$ cat config.mk
export PLATFORM = sky130hd
export DESIGN_NAME = dac_wave_sequencer
export DESIGN_NICKNAME = d
export VERILOG_FILES = /design/src/rtl/dac_wave_sequencer.sv
export SDC_FILE = /design/constraint.sdc
export NUM_CORES = 1
export LEC_CHECK = 0
export CORE_UTILIZATION = 40
export CTS_BUF_LIST = sky130_fd_sc_hd__clkbuf_8
export DETAILED_ROUTE_END_ITERATION = 8
export PLACE_DENSITY = 0.62
export RECOVER_POWER = 100
export SYNTH_ARGS = -nofsm -noshare
export SYNTH_HDL_FRONTEND = slang
export SYNTH_SLANG_ARGS = --single-unit
$ cat constraint.sdc
create_clock -name clk -period 2.71 [get_ports clk]
set_input_delay 0.813 -clock clk [delete_from_list [all_inputs] [get_ports clk]]
set_output_delay 0.813 -clock clk [all_outputs]
set_load 0.005 [all_outputs]
$ cat src/rtl/dac_wave_sequencer.sv
// DAC waveform sequencer: a phase accumulator with a prescaled tick drives
// saw, triangle, square or hold codes, with continuous or burst-count runs.
module dac_wave_sequencer #(
  parameter int ACC_W = 16,
  parameter int DIV_W = 8
) (
  input  logic       clk,
  input  logic       reset,
  input  logic       enable,
  input  logic       cfg_we,
  input  logic [1:0] cfg_addr,
  input  logic [7:0] cfg_wdata,
  output logic [7:0] dac_code,
  output logic       dac_update,
  output logic       running,
  output logic       done
);

  typedef enum logic [1:0] {
    S_IDLE = 2'd0,
    S_RUN  = 2'd1,
    S_DONE = 2'd2
  } state_t;

  localparam logic [7:0] MID = 8'h80;

  state_t state_q, state_d;

  logic [7:0]       ftw_q, ftw_d;
  logic [1:0]       mode_q, mode_d;
  logic [DIV_W-1:0] div_q, div_d;
  logic [7:0]       burst_q, burst_d;
  logic [DIV_W-1:0] rdiv_q, rdiv_d;
  logic [ACC_W-1:0] phase_q, phase_d;
  logic [DIV_W-1:0] pre_q, pre_d;
  logic [7:0]       bcnt_q, bcnt_d;
  logic [7:0]       code_q, code_d;
  logic             upd_q, upd_d;

  logic wr_ftw, wr_ctrl, wr_div, wr_burst;
  logic run_req, stop_req, start;
  logic tick, carry, period, last;
  logic [ACC_W:0]   sum;
  logic [ACC_W-1:0] phase_nx;
  logic [7:0]       p_nx;
  logic [7:0]       sample;

  assign wr_ftw   = cfg_we && (cfg_addr == 2'd0);
  assign wr_ctrl  = cfg_we && (cfg_addr == 2'd1);
  assign wr_div   = cfg_we && (cfg_addr == 2'd2);
  assign wr_burst = cfg_we && (cfg_addr == 2'd3);

  assign run_req  = wr_ctrl && cfg_wdata[7];
  assign stop_req = wr_ctrl && !cfg_wdata[7];
  assign start    = enable && run_req && (state_q != S_RUN);

  // Tick and accumulator use the FTW held before any same-cycle write.
  assign tick     = (state_q == S_RUN) && enable && (pre_q == rdiv_q);
  assign sum      = {1'b0, phase_q} + (ACC_W+1)'(ftw_q);
  assign carry    = sum[ACC_W];
  assign phase_nx = sum[ACC_W-1:0];
  assign p_nx     = phase_nx[ACC_W-1 -: 8];
  assign period   = tick && carry;
  assign last     = period && (bcnt_q == 8'd1);

  always_comb begin
    sample = code_q;
    unique case (mode_q)
      2'd0: sample = p_nx;
      2'd1: sample = p_nx[7] ? {~p_nx[6:0], 1'b0}
                             : {p_nx[6:0], 1'b0};
      2'd2: sample = p_nx[7] ? 8'hFF : 8'h00;
      2'd3: sample = code_q;
      default: sample = code_q;
    endcase
  end

  // FSM: state register
  always_ff @(posedge clk) begin
    if (reset) state_q <= S_IDLE;
    else       state_q <= state_d;
  end

  // FSM: next state; a stop request outranks a final-period carry
  always_comb begin
    state_d = state_q;
    if (enable) begin
      if (stop_req) begin
        state_d = S_IDLE;
      end else begin
        unique case (state_q)
          S_IDLE:  if (run_req) state_d = S_RUN;
          S_RUN:   if (last)    state_d = S_DONE;
          S_DONE:  if (run_req) state_d = S_RUN;
          default: state_d = S_IDLE;
        endcase
      end
    end
  end

  // FSM: outputs
  always_comb begin
    running = 1'b0;
    done    = 1'b0;
    unique case (state_q)
      S_RUN:   running = 1'b1;
      S_DONE:  done    = 1'b1;
      default: ;
    endcase
  end

  always_comb begin
    ftw_d   = wr_ftw   ? cfg_wdata : ftw_q;
    mode_d  = wr_ctrl  ? cfg_wdata[1:0] : mode_q;
    div_d   = wr_div   ? DIV_W'(cfg_wdata) : div_q;
    burst_d = wr_burst ? cfg_wdata : burst_q;
    rdiv_d  = rdiv_q;
    phase_d = phase_q;
    pre_d   = pre_q;
    bcnt_d  = bcnt_q;
    if (start) begin
      phase_d = '0;
      pre_d   = '0;
      bcnt_d  = burst_q;
      rdiv_d  = div_q;
    end else if (tick) begin
      pre_d   = '0;
      phase_d = phase_nx;
      if (period && (bcnt_q != 8'd0)) bcnt_d = bcnt_q - 8'd1;
    end else if ((state_q == S_RUN) && enable) begin
      pre_d = pre_q + DIV_W'(1);
    end
    if (state_d != S_RUN) pre_d = '0;
  end

  always_comb begin
    code_d = code_q;
    upd_d  = 1'b0;
    if (state_d != S_RUN) begin
      code_d = MID;
    end else if (tick) begin
      code_d = sample;
      upd_d  = 1'b1;
    end
  end

  always_ff @(posedge clk) begin
    if (reset) begin
      ftw_q   <= '0;
      mode_q  <= '0;
      div_q   <= '0;
      burst_q <= '0;
      rdiv_q  <= '0;
      phase_q <= '0;
      pre_q   <= '0;
      bcnt_q  <= '0;
      code_q  <= MID;
      upd_q   <= 1'b0;
    end else begin
      ftw_q   <= ftw_d;
      mode_q  <= mode_d;
      div_q   <= div_d;
      burst_q <= burst_d;
      rdiv_q  <= rdiv_d;
      phase_q <= phase_d;
      pre_q   <= pre_d;
      bcnt_q  <= bcnt_d;
      code_q  <= code_d;
      upd_q   <= upd_d;
    end
  end

  assign dac_code   = code_q;
  assign dac_update = upd_q;

endmodule
==> out/qor.yml <==
clocking:
  cts_root_buf: "clkbuf_8"
  cts_hold_buf: 0
  cts.sinks: 77
  clock_path_buffers: 2
  htreeDepth: 3
  cts_buffers: 9
  cts.clk_slew.worst_paths_ps: 90
  cts_tree: "yes"
  clock_latency_ps: 360
detailed_routing:
  ant_nets: 0
  drc: 0
  drt-total-wl_um: 8570
  vias: 3223
  dr.pass1.iters: 4
  avgViaCountPerCell: 5.12
  wl_per_cell_um: 13.6
  drtIter0Drc: 128
global_route:
  grt_max_degree: 34
  antenna_found_initial: 0
  grt_pass1_wl_um: 14500
  overflow: 0
  grt_usage_pct: 18.6
  grt_pass1_vias: 2945
critical_path:
  worstPathArrival_ps: 2820
  r2r_setup_slack_ps: 160
  crit_path_end: "bcnt_q[7]$_SDFFE_PP0P_"
  crit_path_end_kind: "flip-flop"
  worstReg2RegEnd: "bcnt_q[7]$_SDFFE_PP0P_"
  crit_path_start: "ftw_q[0]$_SDFFE_PP0P_"
  reg2reg_from: "ftw_q[0]$_SDFFE_PP0P_"
  critPathKind: "flip-flop to flip-flop"
  cp_max_fo: 4
  cp_data_required_time_ps: 2980
  cp-start-kind: "flip-flop"
  reg2reg_depth: 10
logic_synthesis:
  synth.most_common_cell: "dfxtp_1"
  syn_area_sq_um: 3900
  synth-seq-cells: 77
  synth_ff_type: "dfxtp_1"
  synth_commonest_cells: "dfxtp_1, nor2_1, nand2_1"
  synth_edf_count: 0
  synth_fp_nets: 483
  ys_warn_count: 0
  synthCells: 454
  synth_top_area_share_pct: 39.6
  ys_top_cells_by_area: "dfxtp_1, mux2i_1, nor2_1"
  yosysTopAreaCell: "dfxtp_1"
  ys_async_sr_fraction_pct: 0
  syn_area_per_cell_sq_um: 8.58
  synthDistinctLibCells: 57
  yosysSeqAreaShare_pct: 39.6
place:
  port_buffers: 24
  dp_cells: 613
  dp_hpwl_um: 6380
  placed_area_sq_um: 4410
  place.gp.congestion: 0.832
sta:
  relSlewSlack_pct: 48.5
  finalHoldViolCount: 0
  worst_pin_slew_ps: 773
  rsz0062_at_grt: "no"
  finClkSkew_ps: 10.9
  slew_viol_final: 0
  period_share_pct: 94.0
  tns_ps: 0
  fin_crit_ps: 2550
  max_freq_ghz: 0.392
  setup_viol: 0
layout:
  stdcell_count: 630
  fill_cells: 944
  final_nets: 525
  layout-drive-gt1-share_pct: 10.6
  antennaDiodeCount: 0
  area_growth_syn_to_layout_pct: 18.3
  regArea_sq_um: 1540
  fin_util_pct: 49.4
  design_area_sq_um: 4610
  multi_input_area_sq_um: 2250
outcome:
  status: "finished, final reports clean"
power_and_ir_drop:
  power.density_nw_per_um2: 474
  vdd_drop_max_v: 0.000346
  leakagePower_nw: 1.91
floorplanning:
  die_area_sq_um: 10100
  dieWidth_um: 101
  rows: 35
  top_level_ports: 25
  core_sq_um: 9330
  die_h_um: 101
  initial_utilization_pct: 41.8
min_path:
  hold_path.class: "flip-flop to flip-flop"
  holdCritStartpoint: "div_q[0]$_SDFFE_PP0P_"
flow_run:
  drv_cap: 0
worst max-delay path, stage by stage (launching register included):
cell and delay (ps):
dfxtp_1 350, ha_2 210, fa_2 220, a211oi_2 90
o211ai_2 250, nand2_1 120, buf_4 170, nor4b_4 290
nand2_2 110, or4_1 400, a311oi_1 250
flip-flops by register name (all words and copies together) (netlist names):
name and cells:
bcnt_q 8, burst_q 8, dac_code 8, dac_update 1
div_q 8, ftw_q 8, mode_q 2, phase_q 16
pre_q 8, rdiv_q 8, state_q 2
through the flow:
step / setup slack [ps] / total power [mW] / hold WS (ps)
after global placement: -62.5 / 1.33 / 446
final: 162 / 2.18 / 456
after global routing: 11.1 / 2.29 / 495
after detailed placement: -104 / 1.33 / 451
after floorplan: 278 / 1.27 / 432
after CTS: 83.1 / 2.21 / 461
what timing repair did:
item | CTS | global route
buffers inserted | 0 | 1
resized for setup | 0 | 4
setup endpoints to repair | 0 | 8
where the power goes:
group / internal [mW] / switching (mW)
clock network: 0.430 / 0.449
registers: 1.15 / 0.0135
logic: 0.0639 / 0.0807
total: 1.64 / 0.543
placed cells by master (no fill, tap or decap), drive strengths merged, types with 9 or more instances in the layout:
cell / synthesis / layout
mux2i: 31 / 31
a21oi: 36 / 36
a211oi: 9 / 9
nand2: 42 / 42
o21ai: 14 / 14
xor2: 29 / 29
xnor2: 14 / 14
clkbuf: 16 / 17
dlygate4sd3: 0 / 12
clkdlybuf4s50: 0 / 12
dfxtp: 77 / 77
ha: 14 / 14
inv: 7 / 10
nand3: 10 / 10
buf: 5 / 21
nand4: 9 / 9
nor2: 77 / 77
per-layer routing:
metal / routed length [um] / vias to the layer above / part of all wire [%] / GRT usage [%]
met4: 150 / 0 / 1.8 / 7.02
met1: 4410 / 1482 / 52 / 26.4
li1: - / 1662 / - / -
met3: 345 / 17 / 4.0 / 4.23
met5: 0 / - / 0 / 0
met2: 3660 / 62 / 43 / 27.4
kinds of logic after synthesis:
| kind of cell | Yosys count | synth area share, % |
|---|---|---|
| multiplexers | 31 | 7.96 |
| adder cells (fa/ha/maj) | 15 | 5.01 |
| AND/OR/NAND/NOR | 177 | 21.7 |
| flip-flops | 77 | 39.6 |
| XOR/XNOR | 43 | 9.67 |
| AO/OA/AOI/OAI | 82 | 13.0 |
| buffers and inverters | 29 | 3.11 |
layout make-up:
class                           instances  share of cell area (%)
Inverter                                7                   0.570
Sequential cell                        77                    33.4
Clock inverter                          7                    1.63
Multi-Input combinational cell        348                    48.7
Tap cell                              129                    3.50
Clock buffer                            9                    2.69
Timing Repair Buffer                   53                    9.44
how the worst min path moves through the flow:
stage	endpoint	slack, ps	cells past startpoint
finish	rdiv_q[0]$_SDFFE_PP0P_	460	2
CTS	rdiv_q[0]$_SDFFE_PP0P_	460	2
global placement	bcnt_q[1]$_SDFFE_PP0P_	450	2
global route	rdiv_q[4]$_SDFFE_PP0P_	500	2
detailed placement	rdiv_q[0]$_SDFFE_PP0P_	450	2
floorplan	rdiv_q[0]$_SDFFE_PP0P_	430	2
Power figures use the tool's default switching activity.
